[src/rtl/led_pattern_master.sv]
// LED pattern master: every TICK_DIV cycles computes the next LED pattern,
// writes it to an Avalon-MM slave, reads it back and compares. Mismatches
// and bus stalls longer than TIMEOUT cycles raise a sticky error flag and
// bump a saturating error counter.
module led_pattern_master #(
   parameter int TICK_DIV = 1000,
   parameter int TIMEOUT  = 64
) (
   input  logic        clk,
   input  logic        reset,
   input  logic        enable,
   input  logic [1:0]  mode,
   output logic [2:0]  avm_address,
   output logic        avm_chipselect,
   output logic        avm_write_n,
   output logic        avm_read_n,
   output logic [31:0] avm_writedata,
   input  logic [31:0] avm_readdata,
   input  logic        avm_waitrequest,
   output logic [7:0]  pattern,
   output logic        busy,
   output logic        error,
   output logic [7:0]  err_count
);

   localparam logic [2:0] ST_IDLE  = 3'd0;
   localparam logic [2:0] ST_WAIT  = 3'd1;
   localparam logic [2:0] ST_WRITE = 3'd2;
   localparam logic [2:0] ST_READ  = 3'd3;
   localparam logic [2:0] ST_CHECK = 3'd4;

   // Terminal counts; the tick counter is wide enough for TICK_DIV up to 2^24.
   localparam logic [23:0] TICK_LAST = 24'(TICK_DIV - 1);
   localparam logic [7:0]  WAIT_LAST = 8'(TIMEOUT - 1);

   logic [2:0]  r_state;
   logic [23:0] r_tick_cnt;
   logic [7:0]  r_wait_cnt;
   logic [7:0]  r_pattern;
   logic [7:0]  r_rd;
   logic        r_suppress;
   logic        r_error;
   logic [7:0]  r_err_count;

   logic [7:0]  w_next_pattern;
   logic        w_onehot;
   logic        w_in_write;
   logic        w_in_read;
   logic        w_in_check;
   logic        w_timeout;
   logic [7:0]  w_err_count_inc;
   logic        w_unused_rdata;

   // Only the low byte of the read data is ever compared.
   assign w_unused_rdata = ^avm_readdata[31:8];

   assign w_onehot        = (r_pattern != 8'h00) && ((r_pattern & (r_pattern - 8'd1)) == 8'h00);
   assign w_err_count_inc = (r_err_count == 8'hFF) ? 8'hFF : r_err_count + 8'd1;
   // Stall has lasted TIMEOUT cycles once this cycle is also stalled.
   assign w_timeout       = avm_waitrequest && (r_wait_cnt == WAIT_LAST);

   // Bus strobes are pure state decodes, so an asynchronous reset of the
   // state register drops them in the same cycle.
   assign w_in_write     = (r_state == ST_WRITE);
   assign w_in_read      = (r_state == ST_READ);
   assign w_in_check     = (r_state == ST_CHECK);
   assign avm_chipselect = w_in_write | w_in_read;
   assign avm_write_n    = ~w_in_write;
   assign avm_read_n     = ~w_in_read;
   assign avm_address    = 3'b000;
   assign avm_writedata  = {24'h000000, r_pattern};
   assign pattern        = r_pattern;
   assign busy           = w_in_write | w_in_read | w_in_check;
   assign error          = r_error;
   assign err_count      = r_err_count;

   // Next pattern for the currently selected mode (mode 3 behaves as mode 1).
   always_comb begin
      w_next_pattern = r_pattern + 8'd1;
      case (mode)
         2'd0:    w_next_pattern = w_onehot ? {r_pattern[6:0], r_pattern[7]} : 8'h01;
         2'd2:    w_next_pattern = (r_pattern == 8'h55) ? 8'hAA : 8'h55;
         default: w_next_pattern = r_pattern + 8'd1;
      endcase
   end

   // Sequencer: tick wait, write, read-back, compare; error bookkeeping.
   always_ff @(posedge clk or posedge reset) begin
      if (reset) begin
         r_state     <= ST_IDLE;
         r_tick_cnt  <= '0;
         r_wait_cnt  <= '0;
         r_pattern   <= '0;
         r_rd        <= '0;
         r_suppress  <= 1'b0;
         r_error     <= 1'b0;
         r_err_count <= '0;
      end else begin
         case (r_state)
            ST_IDLE: begin
               r_tick_cnt <= '0;
               if (enable) begin
                  r_state <= ST_WAIT;
               end
            end
            ST_WAIT: begin
               if (!enable) begin
                  r_tick_cnt <= '0;
                  r_state    <= ST_IDLE;
               end else if (r_tick_cnt == TICK_LAST) begin
                  // Mode is only looked at here, never during a transfer.
                  r_tick_cnt <= '0;
                  r_pattern  <= w_next_pattern;
                  r_wait_cnt <= '0;
                  r_state    <= ST_WRITE;
               end else begin
                  r_tick_cnt <= r_tick_cnt + 24'd1;
               end
            end
            ST_WRITE: begin
               if (!avm_waitrequest) begin
                  r_wait_cnt <= '0;
                  r_state    <= ST_READ;
               end else if (w_timeout) begin
                  r_wait_cnt  <= '0;
                  r_suppress  <= 1'b1;
                  r_error     <= 1'b1;
                  r_err_count <= w_err_count_inc;
                  r_state     <= ST_CHECK;
               end else begin
                  r_wait_cnt <= r_wait_cnt + 8'd1;
               end
            end
            ST_READ: begin
               if (!avm_waitrequest) begin
                  r_rd       <= avm_readdata[7:0];
                  r_wait_cnt <= '0;
                  r_state    <= ST_CHECK;
               end else if (w_timeout) begin
                  r_wait_cnt  <= '0;
                  r_suppress  <= 1'b1;
                  r_error     <= 1'b1;
                  r_err_count <= w_err_count_inc;
                  r_state     <= ST_CHECK;
               end else begin
                  r_wait_cnt <= r_wait_cnt + 8'd1;
               end
            end
            ST_CHECK: begin
               // A timed-out transfer was already counted; skip the compare.
               if (!r_suppress && (r_rd != r_pattern)) begin
                  r_error     <= 1'b1;
                  r_err_count <= w_err_count_inc;
               end
               r_suppress <= 1'b0;
               r_state    <= enable ? ST_WAIT : ST_IDLE;
            end
            default: begin
               r_state <= ST_IDLE;
            end
         endcase
      end
   end

endmodule

[config.mk]
export PLATFORM = sky130hd
export DESIGN_NAME = led_pattern_master
export DESIGN_NICKNAME = d
export VERILOG_FILES = /design/src/rtl/led_pattern_master.sv
export SDC_FILE = /design/constraint.sdc
export NUM_CORES = 1
export LEC_CHECK = 0
export CORE_MARGIN = 1.5
export CORE_UTILIZATION = 39
export DETAILED_ROUTE_END_ITERATION = 10
export GPL_ROUTABILITY_DRIVEN = 0
export PLACE_DENSITY = 0.65
export SLEW_MARGIN = 20
export SYNTH_ARGS = -nofsm -noshare
export SYNTH_HDL_FRONTEND = slang
export SYNTH_SLANG_ARGS = --single-unit
[constraint.sdc]
create_clock -name clk -period 2.95 [get_ports clk]
set_input_delay 0.4425 -clock clk [delete_from_list [all_inputs] [get_ports clk]]
set_output_delay 0.4425 -clock clk [all_outputs]
set_load 0.05 [all_outputs]
==> results.sh, run 1 <==
export IMPL_synth_distinct_cells=63
export IMPL_diodes=0
export IMPL_crit_family="buffers and inverters"
export IMPL_dp_hpwl_um=5610
export IMPL_synth_edff_count=0
export IMPL_start_kind="register"
export IMPL_grt_pass1_wl_um=13400
export IMPL_start_util=0.398
export IMPL_ant_nets=0
export IMPL_worst_pin_slew_ns=0.970
export IMPL_setup_tns_final_ns=0
export IMPL_yosysMostFrequentCell="dfrtp_1"
export IMPL_crit_buf_inv=2
export IMPL_hold_viol_final=0
export IMPL_cts_resized=0
export IMPL_yosys_top_cells_count="dfrtp_1, nand2_1, buf_4"
export IMPL_crit_fanout=9
export IMPL_slowest_delay_ns=0.83
export IMPL_numCtsBuffers=9
export IMPL_clock_fmax_mhz=388
export IMPL_h_tree_depth=3
export IMPL_ys_warn_count=0
export IMPL_rsz0062_at_grt="no"
export IMPL_antenna_found_initial=0
export IMPL_pre_cts_ws_ns=0.517
export IMPL_final_cell_area_um2=4450
export IMPL_fin_crit_sh=0.873
export IMPL_ys_ff_latch=61
export IMPL_outcome="completed"
export IMPL_fin_cells=582
export IMPL_drive_above_1_share=0.116
export IMPL_nNetsFinal=488
export IMPL_timing_slew_headroom=0.351
export IMPL_ys_seq_area_frac=0.398
export IMPL_finalMaxSlewViolations=0
export IMPL_numClockSinks=61
export IMPL_end_kind="primary output"
export IMPL_netlist_area_um2=3840
export IMPL_io_pins=94
export IMPL_coreArea_um2=9640
export IMPL_wl_um=7970
export IMPL_grt_util_all_layers=0.163
export IMPL_fin_ws_ns=0.376
export IMPL_synth_top_area_frac=0.398
export IMPL_clock_path_buffers=2
export IMPL_crit_path_top_delay_cell="clkdlybuf4s50_1"
export IMPL_drc_errors=0
export IMPL_cap_violations=0
export IMPL_vias=3079
export IMPL_ys_flop_type="dfrtp_1"
export IMPL_area_growth_pct=16.0
export IMPL_worstPathRequired_ns=2.51
export IMPL_hold_path_class="input port to async pin"
export IMPL_cp_data_arrival_time_ns=2.13
export IMPL_cts_root_buf="clkbuf_8"
export IMPL_numPortBuffers=42
export IMPL_place_area_um2=4200
export IMPL_power_leakage_uw=0.00183
export IMPL_ir_worst_vdd_mv=0.227
export IMPL_fp_dieArea_um2=10500
export IMPL_min_period_ns=2.57
export IMPL_rows=36
export IMPL_setup_violations_final=0
export IMPL_dr_pass1_iters=5
export IMPL_drt_iter0_drc=202
export IMPL_worstPathCellList="or2b_2 > inv_1 > clkdlybuf4s50_1"
export IMPL_wl_per_cell_um=13.7
export IMPL_grt_overflow_total=0
export IMPL_dieHeight_um=102
export IMPL_clkLatencyLatePin_ns=0.34
export IMPL_power_density_nw_per_um2=655
export IMPL_ctsHoldBuffers=0
export IMPL_path_class="register to primary output"
export IMPL_syn_instance_count=413
export IMPL_grt_max_degree=36
export IMPL_yosys_top_cells_area="dfrtp_1, buf_4, nand2_1, mux2_2, a31oi_1"
export IMPL_syn_area_per_cell_um2=9.30
export IMPL_cts_tree="yes"
export IMPL_yosysTopAreaCell="dfrtp_1"
export IMPL_clock_skew_ns=0.00848
export IMPL_cts_setup_buffers=0
export IMPL_via_per_inst=5.29
export IMPL_grt_pass1_vias=2806
export IMPL_async_flop_share=1.00
export IMPL_die_x_um=102
export IMPL_dp_cells=566
export IMPL_path_clk_slew_ns=0.07
==> state kept, by name (all words and copies together), names as in the netlist <==
signal / cells
r_state: 3
pattern: 8
r_wait_cnt: 8
r_rd: 8
err_count: 8
r_suppress: 1
r_tick_cnt: 24
error: 1
==> layer usage <==
metal / global-route usage / wire [µm] / share of wire
met1: 0.214 / 3690 / 0.46
met2: 0.261 / 3870 / 0.49
met3: 0.0424 / 369 / 0.046
met4: 0.0580 / 34 / 0.0043
met5: 0 / 0 / 0
==> path summary, 6_finish.rpt <==
check,from,end,slack (ns),cells past startpoint
hold / removal,reset,err_count[5]$_DFFE_PP0P_,0.48,2
setup / recovery,r_state[1]$_DFFE_PP0P_,avm_chipselect,0.38,3
min in group clk,error$_DFFE_PP0P_,error$_DFFE_PP0P_,0.48,1
max in group asynchronous,reset,r_tick_cnt[6]$_DFFE_PP0P_,1.88,3
setup reg to reg,pattern[0]$_DFFE_PP0P_,pattern[7]$_DFFE_PP0P_,0.49,6
hold reg to reg,error$_DFFE_PP0P_,error$_DFFE_PP0P_,0.48,1
==> power by group <==
group	total, µW	switching [µW]	internal (µW)
Combinational	878	563	315
Clock	947	339	609
Sequential	1090	128	964
==> cell families after synthesis <==
kind of cell | after synthesis | share of synthesized area
AND/OR/NAND/NOR | 158 | 0.226
AO/OA/AOI/OAI | 88 | 0.155
buffers and inverters | 62 | 0.106
flip-flops | 61 | 0.398
XOR/XNOR | 19 | 0.0433
multiplexers | 18 | 0.0515
adder cells (fa/ha/maj) | 6 | 0.0195
other | 1 | 0.000977
==> stage by stage <==
| stage | power [µW] | hold WS (ns) | utilization |
|---|---|---|---|
| 2_1_floorplan | 1790 | 0.448 | - |
| 3_3_place_gp | 1960 | 0.458 | 0.435 |
| 3_5_place_dp | 1990 | 0.469 | 0.435 |
| 4_1_cts | 2950 | 0.474 | 0.462 |
| 5_1_grt | 3090 | 0.513 | 0.462 |
| 6_report | 2920 | 0.481 | 0.462 |
==> worst reg2reg max path, delay by kind of cell, from the launching register on <==
| family | cells | cell delay [ns] |
|---|---|---|
| AOI/OAI and AO/OA | 3 | 1.21 |
| adders and majority gates | 1 | 0.28 |
| buffers and inverters | 1 | 0.14 |
| DFF | 1 | 0.59 |
| and+or+nand+nor | 1 | 0.16 |
==> cell usage in the layout, fill, tap and decap left out, types with 4 or more instances in the layout <==
master / n
a211oi_1: 4
a22o_1: 7
and2_1: 4
xor2_1: 11
clkdlybuf4s50_1: 42
o21ai_0: 17
clkbuf_8: 11
xnor2_1: 8
nand4_1: 7
dfrtp_1: 61
nand2_1: 44
inv_1: 9
nor2_1: 23
a31oi_1: 23
nand2b_1: 7
ha_1: 6
nor4_1: 5
and3_1: 7
mux2i_1: 4
a21oi_1: 17
nand3_1: 25
conb_1: 27
mux2_2: 13
==> area by class of cell <==
cell class / instances / area (µm²)
multi-input combinational: 316 / 2000
inverter: 10 / 37.5
sequential: 61 / 1530
fill: 948 / 5180
clock inverter: 5 / 106
tap: 133 / 166
timing repair buffer: 46 / 463
clock buffer: 11 / 151
Note: power is estimated with default switching activity, not from simulation.
==> run 2, diff against run 1 <==
PLACE_DENSITY = 0.68   (was 0.65)
TNS_END_PERCENT = 30   (was default)
clock period = 2.2 ns   (was 2.95 ns; I/O delays follow)
==> results.sh, run 2 (synthesis gave the netlist of run 1 again) <==
export IMPL_fin_crit_sh=0.956
export IMPL_dr_pass1_iters=4
export IMPL_min_period_ns=2.10
export IMPL_timing_slew_headroom=0.662
export IMPL_clock_skew_ns=0.0158
export IMPL_grt_util_all_layers=0.170
export IMPL_nNetsFinal=513
export IMPL_layout_commonest_cell="dfrtp_1"
export IMPL_antenna_found_initial=0
export IMPL_grt_pass1_wl_um=14000
export IMPL_cts_setup_buffers=0
export IMPL_vias=3224
export IMPL_nFillCells=967
export IMPL_outcome="completed"
export IMPL_hold_viol_final=0
export IMPL_finalMaxSlewViolations=0
export IMPL_wl_um=8420
export IMPL_grt_max_degree=62
export IMPL_setup_tns_final_ns=0
export IMPL_post_route_util=0.477
export IMPL_power_leakage_uw=0.00191
export IMPL_clkLatencyLatePin_ns=0.35
export IMPL_crit_fanout=11
export IMPL_rsz0062_at_grt="yes"
export IMPL_dp_cells=591
export IMPL_ctsHoldBuffers=0
export IMPL_multi_input_comb_area_um2=2020
export IMPL_largest_register_ffs=24
export IMPL_dp_hpwl_um=5960
export IMPL_diodes=0
export IMPL_via_per_inst=5.31
export IMPL_clock_path_buffers=2
export IMPL_fp_dieArea_um2=10500
export IMPL_rows=36
export IMPL_numClockSinks=61
export IMPL_pre_cts_ws_ns=0.0352
export IMPL_setup_violations_final=0
export IMPL_path_clk_slew_ns=0.08
export IMPL_cts_resized=0
export IMPL_fin_cells=607
export IMPL_ant_nets=0
export IMPL_worst_pin_slew_ns=0.505
export IMPL_drive_above_1_share=0.190
export IMPL_path_class="register to primary output"
export IMPL_power_density_nw_per_um2=810
export IMPL_io_pins=94
export IMPL_wl_per_cell_um=13.9
export IMPL_dieHeight_um=102
export IMPL_hold_path_class="input port to async pin"
export IMPL_numPortBuffers=42
export IMPL_coreArea_um2=9640
export IMPL_numCtsBuffers=9
export IMPL_grt_overflow_total=0
export IMPL_area_growth_pct=19.8
export IMPL_drt_iter0_drc=152
export IMPL_fin_ws_ns=0.0968
export IMPL_cp_data_arrival_time_ns=1.77
export IMPL_ir_worst_vdd_mv=0.372
export IMPL_worstPathRequired_ns=1.87
export IMPL_start_util=0.398
export IMPL_h_tree_depth=3
export IMPL_end_kind="primary output"
export IMPL_largest_register="r_tick_cnt"
export IMPL_seqCellArea_um2=1530
export IMPL_drc_errors=0
export IMPL_die_x_um=102
export IMPL_cts_tree="yes"
export IMPL_grt_pass1_vias=2992
export IMPL_cap_violations=0
export IMPL_place_area_um2=4400
export IMPL_start_kind="register"
export IMPL_cts_root_buf="clkbuf_8"
export IMPL_layout_common_cells="dfrtp_1, nand2_1, clkdlybuf4s50_1"
export IMPL_final_cell_area_um2=4600
export IMPL_clock_fmax_mhz=475
-- run 2: report_power, final --
part | leakage, µW | total (µW) | internal [µW] | switching, µW
logic | 0.00103 | 1340 | 502 | 838
clock network | 0.0000931 | 966 | 518 | 448
registers | 0.000793 | 1420 | 1290 | 129
-- run 2: path summary, 6_finish.rpt --
kind	startpoint	end	slack [ns]	cells past startpoint
hold / removal	reset	err_count[0]$_DFFE_PP0P_	0.36	3
hold reg to reg	error$_DFFE_PP0P_	error$_DFFE_PP0P_	0.48	1
setup reg to reg	r_tick_cnt[1]$_DFFE_PP0P_	pattern[7]$_DFFE_PP0P_	0.11	6
min in group clk	error$_DFFE_PP0P_	error$_DFFE_PP0P_	0.48	1
setup / recovery	pattern[2]$_DFFE_PP0P_	pattern[2]	0.1	2
max in group asynchronous	reset	pattern[3]$_DFFE_PP0P_	1.55	3
-- run 2: final cells by class --
type	instances	share of cell area
Clock buffer	11	0.0286
Tap cell	133	0.0362
Sequential cell	61	0.333
Multi-Input combinational cell	316	0.440
Clock inverter	5	0.0114
Timing Repair Buffer	71	0.142
Inverter	10	0.00897
-- run 2: per-stage QoR --
| stage | hold WS [ns] | power [µW] |
|---|---|---|
| 2_1_floorplan | 0.448 | 2410 |
| 3_3_place_gp | 0.466 | 2740 |
| 3_5_place_dp | 0.468 | 2780 |
| 4_1_cts | 0.378 | 3750 |
| 5_1_grt | 0.404 | 3950 |
| 6_report | 0.362 | 3730 |
-- run 2: routing by layer --
layer	GRT usage	routed length, µm
met5	0	0
met2	0.269	4040
met1	0.225	3890
met3	0.0335	342
met4	0.0769	150
-- run 2: critical path, cell delays in order, from the launching register on --
cell and delay (ns):
dfrtp_1 0.39, buf_4 0.20, clkdlybuf4s50_1 0.83
==> run 3, diff against run 2 <==
CORE_ASPECT_RATIO = 1.5   (was default)
==> results.sh, run 3 (synthesis gave the netlist of run 1 again) <==
export IMPL_crit_path_top_delay_cell="dfrtp_1"
export IMPL_end_kind="register"
export IMPL_worstPathRequired_ns=2.41
export IMPL_numCtsBuffers=9
export IMPL_setup_tns_final_ns=0
export IMPL_cts_setup_buffers=0
export IMPL_die_x_um=84.0
export IMPL_start_kind="register"
export IMPL_cts_tree="yes"
export IMPL_grt_util_all_layers=0.170
export IMPL_largest_register="r_tick_cnt"
export IMPL_power_leakage_uw=0.00196
export IMPL_layout_common_cells="dfrtp_1, nand2_1, clkdlybuf4s50_1"
export IMPL_dr_pass1_iters=4
export IMPL_clock_path_buffers=2
export IMPL_slowest_delay_ns=0.38
export IMPL_wl_um=8530
export IMPL_layout_commonest_cell="dfrtp_1"
export IMPL_coreArea_um2=9630
export IMPL_numClockSinks=61
export IMPL_clock_fmax_mhz=478
export IMPL_rsz0062_at_grt="no"
export IMPL_drt_iter0_drc=160
export IMPL_worstPathCellList="ha_2 > nand3_2 > nor4_2 > buf_4 > nand2_2 > a2111oi_2 > mux2_1"
export IMPL_cap_violations=0
export IMPL_io_pins=94
export IMPL_path_class="register to register"
export IMPL_cp_data_arrival_time_ns=2.30
export IMPL_path_clk_slew_ns=0.05
export IMPL_wl_per_cell_um=14.5
export IMPL_min_period_ns=2.09
export IMPL_hold_viol_final=0
export IMPL_vias=3146
export IMPL_holdWs_ns=0.317
export IMPL_dp_cells=572
export IMPL_dieHeight_um=125
export IMPL_fp_dieArea_um2=10500
export IMPL_fin_crit_sh=0.951
export IMPL_rows=44
export IMPL_grt_max_degree=30
export IMPL_grt_pass1_vias=3056
export IMPL_h_tree_depth=3
export IMPL_nNetsFinal=512
export IMPL_ir_worst_vdd_mv=0.541
export IMPL_via_per_inst=5.35
export IMPL_outcome="completed"
export IMPL_grt_overflow_total=0
export IMPL_ant_nets=0
export IMPL_clkLatencyLatePin_ns=0.33
export IMPL_largest_register_ffs=24
export IMPL_clock_skew_ns=0.00611
export IMPL_power_density_nw_per_um2=882
export IMPL_drc_errors=0
export IMPL_area_growth_pct=22.5
export IMPL_grt_pass1_wl_um=14400
export IMPL_fin_cells=588
export IMPL_timing_slew_headroom=0.637
export IMPL_start_util=0.399
export IMPL_cts_root_buf="clkbuf_16"
export IMPL_worst_pin_slew_ns=0.545
export IMPL_fin_total_pwr_uw=4150
export IMPL_finalMaxSlewViolations=0
export IMPL_drive_above_1_share=0.190
export IMPL_antenna_found_initial=0
export IMPL_setup_violations_final=0
export IMPL_dp_hpwl_um=6230
export IMPL_diodes=0
export IMPL_crit_fanout=9
export IMPL_numPortBuffers=42
export IMPL_ctsHoldBuffers=0
export IMPL_hold_path_class="input port to async pin"
-- run 3: cell types whose count changed in the layout (fill, tap and decap cells not counted), sizes merged --
cell and delta:
buf -1, clkinv -1, clkinvlp +1
-- run 3: power breakdown --
part	internal [µW]	total, µW	switching (µW)
Combinational	478	1280	798
Clock	936	1430	495
Sequential	1300	1440	148
-- run 3: routing by layer --
metal  track usage  share of wire  wire, µm  up-vias
met5             0              0         0        -
met4        0.0656          0.021       182        0
met3        0.0417          0.047       397       13
met2         0.300           0.54      4580       90
met1         0.194           0.40      3370     1493
li1              -              -         -     1550
-- run 3: final cells by class --
| type | count | area, µm² |
|---|---|---|
| tap | 115 | 144 |
| multi-input combinational | 316 | 2020 |
| fill | 878 | 4930 |
| clock inverter | 5 | 58.8 |
| timing repair buffer | 70 | 658 |
| clock buffer | 11 | 253 |
| inverter | 10 | 41.3 |
| sequential | 61 | 1530 |
-- run 3: worst max-delay path, delay by kind of cell (launching register included) --
family                     cells  cell delay, ns
AOI/OAI and AO/OA              1            0.35
and+or+nand+nor                3            0.50
muxes                          1            0.36
DFF                            1            0.38
buffers and inverters          1            0.16
adders and majority gates      1            0.21
-- run 3: timing repair --
item | CTS | global route
resized for setup | 0 | 3
hold endpoints to repair | 0 | 0
endpoints found under the setup margin | 0 | 5
-- run 3: stage by stage --
stage	cell area (µm²)	worst slack, ns	util
after floorplan	3950	-0.0551	-
after global placement	4380	0.0531	0.455
after detailed placement	4380	0.00654	0.455
after CTS	4690	0.0615	0.487
after global routing	4700	0.00506	0.488
final	4700	0.108	0.488
-- run 3: path summary, 6_finish.rpt --
path	start	end	slack [ns]	cells after the start
setup / recovery	r_wait_cnt[0]$_DFFE_PP0P_	err_count[7]$_DFFE_PP0P_	0.11	7
hold / removal	reset	err_count[0]$_DFFE_PP0P_	0.32	2
setup reg to reg	r_wait_cnt[0]$_DFFE_PP0P_	err_count[7]$_DFFE_PP0P_	0.11	7
hold reg to reg	error$_DFFE_PP0P_	error$_DFFE_PP0P_	0.46	1
max in group asynchronous	reset	r_tick_cnt[17]$_DFFE_PP0P_	1.24	4
min in group clk	error$_DFFE_PP0P_	error$_DFFE_PP0P_	0.46	1
